===== src/rtl/calc_entry_assembler.sv =====
// calc_entry_assembler
// Turns keyboard-decoder key events into a calculation request
// (operand A, operator, operand B) and offers it to the link side.
// The value under edit is driven on `display`.
//
// Optional build macro: CALC_CHAIN_EN
//   When defined, adds respValid/respResult. After a transfer the block
//   waits in WAIT_RESP for the result, which becomes operand A so that a
//   following operator key chains a new calculation onto it.
//
// Handshake: reqValid is high for as long as a request is pending and the
// operands/operator are frozen during that time. A transfer happens at a
// clk edge where reqValid=1 and reqReady=1. reqReady is ignored while
// reqValid=0. A clear event on that same edge wins, and no transfer occurs.
module calc_entry_assembler #(
  parameter int DIGITS = 4,
  parameter int WIDTH  = 14
) (
  input  logic             clk,
  input  logic             reset,
  input  logic [3:0]       num,
  input  logic             numPressed,
  input  logic [1:0]       opt,
  input  logic             optPressed,
  input  logic             clear,
  input  logic             submit,
`ifdef CALC_CHAIN_EN
  input  logic             respValid,
  input  logic [WIDTH-1:0] respResult,
`endif
  output logic [WIDTH-1:0] operandA,
  output logic [WIDTH-1:0] operandB,
  output logic [1:0]       operator,
  output logic             reqValid,
  input  logic             reqReady,
  output logic [WIDTH-1:0] display,
  output logic [1:0]       entryState
);

  localparam int CW = $clog2(DIGITS + 1);
  localparam logic [CW-1:0] MAX_CNT = CW'(DIGITS);

  typedef enum logic [1:0] {
    ENTER_A   = 2'd0,
    ENTER_B   = 2'd1,
    REQUEST   = 2'd2,
    WAIT_RESP = 2'd3
  } state_e;

  // Architectural state
  state_e           state_q,   state_d;
  logic [WIDTH-1:0] op_a_q,    op_a_d;
  logic [WIDTH-1:0] op_b_q,    op_b_d;
  logic [1:0]       oper_q,    oper_d;
  logic [CW-1:0]    cnt_a_q,   cnt_a_d;
  logic [CW-1:0]    cnt_b_q,   cnt_b_d;

  // Previous key levels for rising-edge detection
  logic             num_prev_q;
  logic             opt_prev_q;
  logic             clr_prev_q;
  logic             sub_prev_q;

  // Raw rising-level events
  logic             num_rise;
  logic             opt_rise;
  logic             clr_rise;
  logic             sub_rise;

  // Prioritised events: at most one of these is high in any cycle
  logic             ev_clr;
  logic             ev_sub;
  logic             ev_opt;
  logic             ev_num;

  // Qualifiers shared by both operand-entry states
  logic             digit_ok;
  logic             opt_ok;

  // Shift a decimal digit into an operand. The product is formed four bits
  // wider than the operand and then truncated; with 10^DIGITS-1 fitting in
  // WIDTH and the digit-count limit, nothing is ever lost.
  function automatic logic [WIDTH-1:0] append_digit(
    input logic [WIDTH-1:0] value,
    input logic [3:0]       digit
  );
    return WIDTH'(({4'b0000, value} * (WIDTH + 4)'(10)) +
                  {{WIDTH{1'b0}}, digit});
  endfunction

  // Rising-level detection and clear > submit > opt > num priority
  always_comb begin
    num_rise = numPressed & ~num_prev_q;
    opt_rise = optPressed & ~opt_prev_q;
    clr_rise = clear      & ~clr_prev_q;
    sub_rise = submit     & ~sub_prev_q;

    ev_clr = clr_rise;
    ev_sub = sub_rise & ~clr_rise;
    ev_opt = opt_rise & ~clr_rise & ~sub_rise;
    ev_num = num_rise & ~clr_rise & ~sub_rise & ~opt_rise;

    // Codes above 9 are never digits, and only add/sub are operators
    digit_ok = (num <= 4'd9);
    opt_ok   = (opt == 2'd1) || (opt == 2'd2);
  end

  // Next-state logic for the entry FSM and the operand datapath
  always_comb begin
    state_d = state_q;
    op_a_d  = op_a_q;
    op_b_d  = op_b_q;
    oper_d  = oper_q;
    cnt_a_d = cnt_a_q;
    cnt_b_d = cnt_b_q;

    if (ev_clr) begin
      // Clear aborts everything, including a pending request
      state_d = ENTER_A;
      op_a_d  = '0;
      op_b_d  = '0;
      oper_d  = '0;
      cnt_a_d = '0;
      cnt_b_d = '0;
    end else begin
      unique case (state_q)
        ENTER_A: begin
          if (ev_sub) begin
            // Nothing to submit yet; the event is consumed and dropped
            state_d = ENTER_A;
          end else if (ev_opt) begin
            if (opt_ok) begin
              oper_d  = opt;
              state_d = ENTER_B;
            end
          end else if (ev_num) begin
            if (digit_ok && (cnt_a_q < MAX_CNT)) begin
              op_a_d  = append_digit(op_a_q, num);
              cnt_a_d = cnt_a_q + CW'(1);
            end
          end
        end

        ENTER_B: begin
          if (ev_sub) begin
            // A request needs at least one digit in operand B
            if (cnt_b_q != '0) begin
              state_d = REQUEST;
            end
          end else if (ev_opt) begin
            // The operator may be corrected only until B has a digit
            if (opt_ok && (cnt_b_q == '0)) begin
              oper_d = opt;
            end
          end else if (ev_num) begin
            if (digit_ok && (cnt_b_q < MAX_CNT)) begin
              op_b_d  = append_digit(op_b_q, num);
              cnt_b_d = cnt_b_q + CW'(1);
            end
          end
        end

        REQUEST: begin
          // Operands are frozen; only the link side can move us on
          if (reqReady) begin
            op_a_d  = '0;
            op_b_d  = '0;
            oper_d  = '0;
            cnt_a_d = '0;
            cnt_b_d = '0;
`ifdef CALC_CHAIN_EN
            state_d = WAIT_RESP;
`else
            state_d = ENTER_A;
`endif
          end
        end

`ifdef CALC_CHAIN_EN
        WAIT_RESP: begin
          // The result becomes a full-length operand A so no digits append
          if (respValid) begin
            op_a_d  = respResult;
            cnt_a_d = MAX_CNT;
            state_d = ENTER_A;
          end
        end
`endif

        default: begin
          state_d = ENTER_A;
        end
      endcase
    end
  end

  // State, datapath and edge-history registers with synchronous reset
  always_ff @(posedge clk) begin
    if (!reset) begin
      state_q    <= ENTER_A;
      op_a_q     <= '0;
      op_b_q     <= '0;
      oper_q     <= '0;
      cnt_a_q    <= '0;
      cnt_b_q    <= '0;
      num_prev_q <= 1'b0;
      opt_prev_q <= 1'b0;
      clr_prev_q <= 1'b0;
      sub_prev_q <= 1'b0;
    end else begin
      state_q    <= state_d;
      op_a_q     <= op_a_d;
      op_b_q     <= op_b_d;
      oper_q     <= oper_d;
      cnt_a_q    <= cnt_a_d;
      cnt_b_q    <= cnt_b_d;
      num_prev_q <= numPressed;
      opt_prev_q <= optPressed;
      clr_prev_q <= clear;
      sub_prev_q <= submit;
    end
  end

  // Output decode; every output comes straight from registered state
  always_comb begin
    operandA   = op_a_q;
    operandB   = op_b_q;
    operator   = oper_q;
    reqValid   = (state_q == REQUEST);
    entryState = state_q;
    if ((state_q == ENTER_B) || (state_q == REQUEST)) begin
      display = op_b_q;
    end else begin
      display = op_a_q;
    end
  end

endmodule


===== config.mk =====
export PLATFORM = sky130hd
export DESIGN_NAME = calc_entry_assembler
export DESIGN_NICKNAME = d
export VERILOG_FILES = /design/src/rtl/calc_entry_assembler.sv
export SDC_FILE = /design/constraint.sdc
export NUM_CORES = 1
export LEC_CHECK = 0
export ABC_CLOCK_PERIOD_IN_PS = 5180
export BUFFER_PORTS_ARGS = -buffer_cell sky130_fd_sc_hd__buf_4
export CAP_MARGIN = 10
export CORE_MARGIN = 2
export CORE_UTILIZATION = 30
export DETAILED_ROUTE_END_ITERATION = 6
export MAX_ROUTING_LAYER = met4
export PLACE_DENSITY = 0.59
export SLEW_MARGIN = 20
export SYNTH_ARGS = -nofsm -noshare
export SYNTH_HDL_FRONTEND = slang
export SYNTH_SLANG_ARGS = --single-unit
export TNS_END_PERCENT = 1

===== constraint.sdc =====
create_clock -name clk -period 5.18 [get_ports clk]
set_input_delay 0 -clock clk [delete_from_list [all_inputs] [get_ports clk]]
set_output_delay 0 -clock clk [all_outputs]
set_load 0.1 [all_outputs]

Word-level counts from Yosys, hierarchy flattened:

Cells that the tools add are included.

* output and inout port bits: 47
* word-level logic and storage cells: 111
* flip-flop bits (word level): 42
* input port bits: 13

* bitwise operators: 18
* reduce and logical (&&, ||, !) cells: 16
* magnitude comparators: 3
* multiply operators: 2
* add/subtract/negate cells: 4
* equal/unequal tests: 21
* muxes and demuxes: 37

Operators by type and width (count)
* two-way mux 14 bit: 10
* case mux 14 bit (2 select lines): 2
* adder 14 x 4 -> 14 bit: 2
* multiplier 14 x 3 -> 13 bit (second input constant): 2
* inequality test 2 bit (second input constant): 14
* two-way mux 3 bit: 9
* two-way mux 2 bit: 12
* case mux 2 bit (3 select lines): 2
* case mux 3 bit (2 select lines): 2
* AND reduction 6 bit: 2
* bitwise AND 1 bit: 10
* NOT 1 bit: 8
* AND reduction 8 bit: 1
* adder 3 x 1 -> 3 bit (second input constant): 2
* less-than comparator 3 bit (second input constant): 2
* inequality test 3 bit (second input constant): 2
* nonzero test 3 bit: 2
* AND reduction 5 bit: 1
* == test 2 x 1 -> 1 bit (second input constant): 2
* == test 2 bit (second input constant): 2
* less-or-equal comparator 4 bit (second input constant): 1
* nonzero test 2 bit: 2
* logical AND 1 bit: 3
* logical NOT 3 bit: 1
* other kinds (4): 5

Longest topological paths before layout:

Gate-level depths: netlist of the first run.

* word-level depth: 10
* depth in mapped cells: 10
* mapped depth without buffers: 10

Least setup slack after synthesis of the first run:

OpenSTA, ideal clock, no wires.

* path type: register -> register
* start point: register op_a_q[1], in the netlist operandA[1]
* end point: register op_a_q[13], in the netlist operandA[13]
* buffers on the path: 0
* setup time: 0.119 ns
* cell stages (with the launch flop): 11
* clock period less this slack: 3.610 ns
* data required time: 5.061 ns
* data arrival time: 3.492 ns
* setup slack: 1.570 ns
* cells stage by stage: dfxtp_1 ha_1 ha_1 fa_1 a21o_1 a221oi_1 xnor2_1 nand2_1 nor4_2 xnor2_1 a22o_1

* cells in the longest elaborated chain, start to end: 7

RTL lines
* start, declared: RTL line 52 `logic [WIDTH-1:0] op_a_q, op_a_d;`
* start signal, assigned: RTL line 212 `op_a_q <= op_a_d;`
* multiplier 14 x 3 -> 13 bit: RTL line 87 `return WIDTH'(({4'b0000, value} * (WIDTH + 4)'(10)) +`
* adder 14 x 4 -> 14 bit: RTL line 87
* two-way mux 14 bit: RTL line 137 `if (digit_ok && (cnt_a_q < MAX_CNT)) begin`
* two-way mux 14 bit: RTL line 136 `end else if (ev_num) begin`
* two-way mux 14 bit: RTL line 131 `end else if (ev_opt) begin`
* two-way mux 14 bit: RTL line 128 `if (ev_sub) begin`
* case mux 14 bit (2 select lines): RTL line 126 `unique case (state_q)`

Every way passes these cells. The select of a mux whose other input is x is not followed.
A chain may end at the register's enable or synchronous reset.

Final worst setup path of the first run:

Same ends and word-level chain as after synthesis.

==> reports/qor.txt, run 1 <==
antenna viol nets, final -> 0
relative slew slack -> 0.284
final net count -> 514
FP Rows -> 39
Seq/Total Area, Yosys -> 0.241
Period minus WS final -> 3150 ps
met3 global-route usage -> 0.0376
Post-Route WL -> 8.74 mm
DRC -> 0
gr usage total -> 0.145
cts repair resizes -> 0
IO buf count -> 59
first-pass GRT wire length -> 14.6 mm
Via Count -> 3,041
Global Route met2 Usage -> 0.228
worst hold stages -> 3
Power Density -> 176 nW/um2
worst setup margin -> 2030 ps
I/O Pins -> 60
hpwl dp -> 6.91 mm
final instance area -> 4290 um2
Syn Nets -> 451
Placed Area -> 4060 um2
max-capacitance violation count -> 0
share of cells above drive strength 1 -> 0.230
Cell variety after synth -> 60
Core Region -> 11,400 um2
initial antenna violation count -> 0
RSZ-0062 raised after global routing -> no
Wirelength per Cell -> 14.8 um
ANT cells -> 0
Crit path required time -> 5350 ps
1st-pass router iterations -> 4
critical path arrival -> 3330 ps
GR Util met1 -> 0.188
FF-to-FF path depth -> 10
most frequent cells in the layout -> buf_4, ha_1, nor2_1
1st-iter DRT viols -> 102
TritonCTS sink count -> 42
Max Root-Sink Buffers -> 2
crit path kind -> reg2reg
vias in the first global route -> 2,984
cells after synthesis -> 383
Fin Setup TNS -> 0 ps
Synth Warn # -> 0
fin. max-slew vios -> 0
CTS tree -> yes
Crit. End Element -> flip-flop
leakage power -> 0.00197 uW
fmax -> 317 MHz
Seq cells post-synth -> 42
layer with the highest usage -> met2
HP Start -> opt[1]
Final setup violation count -> 0
Fin. Hold Viols -> 0
worst-margin pin slew -> 1070 ps
# H-tree levels -> 2
fillers -> 1,159
Crit Path Max Fanout -> 6
full die area -> 12,500 um2
CTS buffer count -> 5
Worst Hold Class -> in2reg
clk_lat worst skew -> 280 ps
dpl ws -> 2040 ps
largest net degree at the start of global routing -> 22
Pwr Total -> 756 uW
die height -> 112 um
Layout Area Growth over Synthesis -> 22.9%
CTS root buffer -> clkbuf_16
worst reg2reg setup slack -> 2030 ps
Worst setup SP type -> flip-flop
Hold Path End -> operator[1]
grt ovf -> 0
clock slew at reported path FFs -> 60 ps
RD Place Congestion -> 0.825
outcome -> complete, no violations
Top FF cell, synth -> dfxtp_1
period utilisation layout -> 0.608
vias per cell -> 5.15
RR Startpoint -> operandA[1]
Starting Density -> 0.307
Worst Skew -> 3.64 ps
fraction of registers with async set/reset -> 0
total setup buffers inserted after CTS -> 0
Netlist Area Pre-Place -> 3490 um2
Post-synth EDFFs -> 0
commonest non-fill, non-tap cell in the layout -> buf_4
syn_area_per_cell -> 9.12 um2
FF-to-FF End -> operandA[13]
maximum vdd drop -> 0.000115 V
chip width -> 112 um
-- sequential cells by signal, indices dropped and copies added, names as in the netlist --
register	cells
clr_prev_q	1
cnt_a_q	3
cnt_b_q	3
entryState	2
num_prev_q	1
operandA	14
operandB	14
operator	2
opt_prev_q	1
sub_prev_q	1
-- repair_timing --
item / 4_1_cts / 5_1_grt
setup endpoints to repair: 0 / 0
hold endpoints to repair: 5 / 0
hold buffers: 9 / 0
-- power by group --
group          switching [uW]  internal (uW)  leakage (uW)
combinational            79.2           41.2       0.00156
sequential               4.88            328      0.000340
clock                     124            179     0.0000708
-- cells in the mapped netlist, drive strengths merged (2+ instances only) --
cell type,n,share of area
a211oi,8,0.021
a221oi,2,0.0050
o21a,3,0.0064
nor2b,8,0.016
mux2,14,0.045
o21bai,6,0.013
a22oi,19,0.052
nand2b,2,0.0036
nand2,16,0.017
nand4,4,0.0072
a21oi,22,0.032
fa,4,0.023
inv,5,0.0054
ha,51,0.18
a22o,3,0.0075
and2,8,0.014
xor2,9,0.023
nand4b,3,0.0075
nor2,47,0.051
a21o,11,0.024
or2,2,0.0036
xnor2,26,0.065
nand3,8,0.011
clkbuf,8,0.0090
dfxtp,42,0.24
nor3b,4,0.010
nor4,3,0.0090
o21ai,11,0.016
a211o,2,0.0050
buf,5,0.0093
nor3,8,0.011
-- per-layer routing --
layer  vias to the layer above  part of all wire  wire length (um)
met1                      1407              0.48              4180
li1                       1547                 -                 -
met5                         -                 0                 0
met2                        75              0.45              3890
met4                         0             0.013               110
met3                        12             0.063               554
-- cells by family after synthesis --
group	share of synthesized area
XOR/XNOR	0.0878
buffers and inverters	0.0236
flip-flops	0.241
multiplexers	0.0480
AND/OR/NAND/NOR	0.179
AO/OA/AOI/OAI	0.216
adder cells (fa/ha/maj)	0.206
-- critical path, stage by stage, from the launching register on --
cell      delay [ps]
dfxtp_1          490
ha_1             290
ha_1             250
fa_1             420
a21o_1           230
a221oi_1         340
xnor2_1          200
nand2_1          150
nor4_2           330
xnor2_1          110
a22o_1           230
-- stage by stage --
step                utilization  cells  hold WS (ps)
finish                    0.377    590          35.3
CTS                       0.377    590          31.1
detailed placement        0.357    573           220
global placement          0.357    573           215
global route              0.377    590          28.4
floorplan                     -    383           122
-- worst max path at each step --
stage / cells after the start / end / from / slack, ps
after CTS: 10 / operandA[13] / operandA[1] / 2030
after global placement: 10 / operandA[13] / operandA[1] / 2160
after detailed placement: 10 / operandA[13] / operandA[1] / 2040
after global routing: 10 / operandA[13] / operandA[1] / 1820
final: 10 / operandA[13] / operandA[1] / 2030
after floorplan: 10 / operandA[13] / operandA[1] / 1570
-- area by class of cell --
class / instances / area, um2 / area share
Multi-Input combinational cell: 323 / 2570 / 0.599
Timing Repair Buffer: 69 / 541 / 0.126
Sequential cell: 42 / 841 / 0.196
Clock buffer: 6 / 129 / 0.0300
Clock inverter: 2 / 13.8 / 0.00321
Tap cell: 143 / 179 / 0.0417
Inverter: 5 / 18.8 / 0.00437
No activity file was read; power rests on OpenSTA's default activity.
==> run 2, diff against run 1 <==
--- a/config.mk
+++ b/config.mk
@@ -5,14 +5,15 @@
 export SDC_FILE = /design/constraint.sdc
 export NUM_CORES = 1
 export LEC_CHECK = 0
-export ABC_CLOCK_PERIOD_IN_PS = 5180
+export ABC_AREA = 1
+export ABC_CLOCK_PERIOD_IN_PS = 2700
 export BUFFER_PORTS_ARGS = -buffer_cell sky130_fd_sc_hd__buf_4
 export CAP_MARGIN = 10
 export CORE_MARGIN = 2
 export CORE_UTILIZATION = 30
 export DETAILED_ROUTE_END_ITERATION = 6
 export MAX_ROUTING_LAYER = met4
-export PLACE_DENSITY = 0.59
+export PLACE_DENSITY = 0.6
 export SLEW_MARGIN = 20
 export SYNTH_ARGS = -nofsm -noshare
 export SYNTH_HDL_FRONTEND = slang
==> constraint.sdc (replaced) <==
create_clock -name clk -period 2.7 [get_ports clk]
set_input_delay 0 -clock clk [delete_from_list [all_inputs] [get_ports clk]]
set_output_delay 0 -clock clk [all_outputs]
set_load 0.1 [all_outputs]
==> run 2 against run 1 <==
Against the previous run:
- register-to-register slack worse by 1800 ps
- sequential power up 100%
- fmax up 25%
- via count up 29%
- synthesized area up 8.5%
- largest cell class unchanged
==> reports/qor.txt, run 2 <==
outcome -> complete, no violations
cell with the most instances after synthesis -> nand2_1
Worst Skew -> 2.57 ps
1st-iter DRT viols -> 234
Post-synth EDFFs -> 0
Post-Route WL -> 10.3 mm
Period minus WS final -> 2520 ps
# H-tree levels -> 2
chip width -> 116 um
maximum vdd drop -> 0.000403 V
RR Startpoint -> operandA[1]
Netlist Area Pre-Place -> 3790 um2
largest net degree at the start of global routing -> 32
most frequent cells in the layout -> nand2_1, inv_1, buf_4
Fin. Hold Viols -> 0
vias in the first global route -> 3,694
vias per cell -> 4.72
total setup buffers inserted after CTS -> 0
I/O Pins -> 60
commonest non-fill, non-tap cell in the layout -> nand2_1
Yosys top cell by area -> dfxtp_1
Final Util -> 0.378
fin. max-slew vios -> 0
Crit path required time -> 2910 ps
clock slew at reported path FFs -> 60 ps
Via Count -> 3,911
fraction of registers with async set/reset -> 0
grt ovf -> 0
initial antenna violation count -> 0
Seq cells post-synth -> 42
syn_area_per_cell -> 6.51 um2
share of cells above drive strength 1 -> 0.165
IO buf count -> 59
Crit Path Max Fanout -> 6
Synth area leaders -> dfxtp_1, nand2_1, ha_1
die height -> 116 um
Pwr Total -> 2060 uW
cells after synthesis -> 582
hpwl dp -> 8.07 mm
period utilisation layout -> 0.933
first-pass GRT wire length -> 17.2 mm
critical path arrival -> 2730 ps
relative slew slack -> 0.682
final net count -> 723
HP Start -> num[0]
Wirelength per Cell -> 12.4 um
clk_lat worst skew -> 280 ps
Syn Nets -> 650
Max Root-Sink Buffers -> 2
Power Density -> 439 nW/um2
crit path kind -> reg2reg
max-capacitance violation count -> 0
RD Place Congestion -> 0.868
1st-pass router iterations -> 4
Top FF cell, synth -> dfxtp_1
antenna viol nets, final -> 0
Cell variety after synth -> 36
leakage power -> 0.00244 uW
Crit. End Element -> flip-flop
Core Region -> 12,500 um2
Synth Warn # -> 0
CTS root buffer -> clkbuf_16
gr usage total -> 0.161
DRC -> 0
Post-synth top cells -> nand2_1, inv_1, a21oi_1, ha_1, nand3_1
CTS buffer count -> 5
ANT cells -> 0
Layout Area Growth over Synthesis -> 24.2%
Yosys top cell area share -> 0.222
Critical Path Start -> operandA[1]
FP Rows -> 41
CTS tree -> yes
TritonCTS sink count -> 42
Seq/Total Area, Yosys -> 0.222
Starting Density -> 0.304
Final setup violation count -> 0
Worst Hold Class -> in2reg
fmax -> 397 MHz
Worst setup SP type -> flip-flop
fillers -> 1,321
worst-margin pin slew -> 476 ps
full die area -> 13,500 um2
==> run 2: cell types whose count changed after synthesis, sizes merged, moves of 5 or more <==
cell    change
nor2b       -8
a21o       -11
o21ai       +8
xnor2      -18
a21oi      +29
nand2     +185
nor2       -12
a22oi      -19
o21bai      -5
mux2       -14
nand3      +45
inv        +67
a211oi      -7
and2        -7
==> run 2: worst paths after layout <==
path	end	slack, ps	cells past startpoint
setup / recovery	operandA[9]	180	10
hold / removal	operandA[0]	7	3
setup reg to reg	operandA[9]	180	10
hold reg to reg	cnt_a_q[2]	470	2
==> run 2: layout make-up <==
type / count / area [um2] / share of cell area
Clock buffer: 5 / 125 / 0.0266
Clock inverter: 3 / 40.0 / 0.00851
Inverter: 72 / 270 / 0.0574
Multi-Input combinational cell: 458 / 2620 / 0.557
Sequential cell: 42 / 842 / 0.179
Tap cell: 172 / 215 / 0.0457
Timing Repair Buffer: 76 / 591 / 0.125
==> run 2: power by group <==
group	switching, uW	total, uW	internal, uW
logic	518	706	188
clock network	250	683	433
registers	28.5	675	647
total	797	2060	1270
==> run 2: kinds of logic after synthesis <==
group / synth area share
flops: 0.222
xor+xnor: 0.0347
fa+ha+maj: 0.190
compound gates: 0.110
buf+inv: 0.0891
simple gates: 0.355
==> run 2: timing repair <==
item / CTS / global route
gates resized for setup: 0 / 2
hold buffers: 8 / 0
setup endpoints to repair: 0 / 2
hold endpoints to repair: 4 / 0
==> run 2: critical path: stages, from the launching register on <==
cell and delay [ps]:
dfxtp_2 360, ha_1 300, ha_1 240, fa_1 450, xnor2_1 400, nor2_4 90
nand3_1 90, nor2_1 60, nor3_1 150, o21ai_0 150, a21oi_1 150
==> run 2: metrics by stage <==
stage | hold slack, ps | setup TNS (ps) | cell area [um2] | setup WS [ps] | instances
global placement | 188 | 0 | 4460 | 288 | 812
CTS | 0.0160 | 0 | 4700 | 197 | 828
global route | 13.9 | -10.2 | 4710 | -10.2 | 828
finish | 7.39 | 0 | 4710 | 182 | 828
detailed placement | 194 | 0 | 4460 | 203 | 812
floorplan | 93.5 | -4840 | 3800 | -358 | 582
==> run 2: metal layers <==
metal	GRT usage	part of all wire	vias to the layer above
li1	-	-	2035
met1	0.211	0.48	1771
met2	0.260	0.46	92
met5	-	0	-
met3	0.0259	0.045	13
met4	0.0405	0.016	0
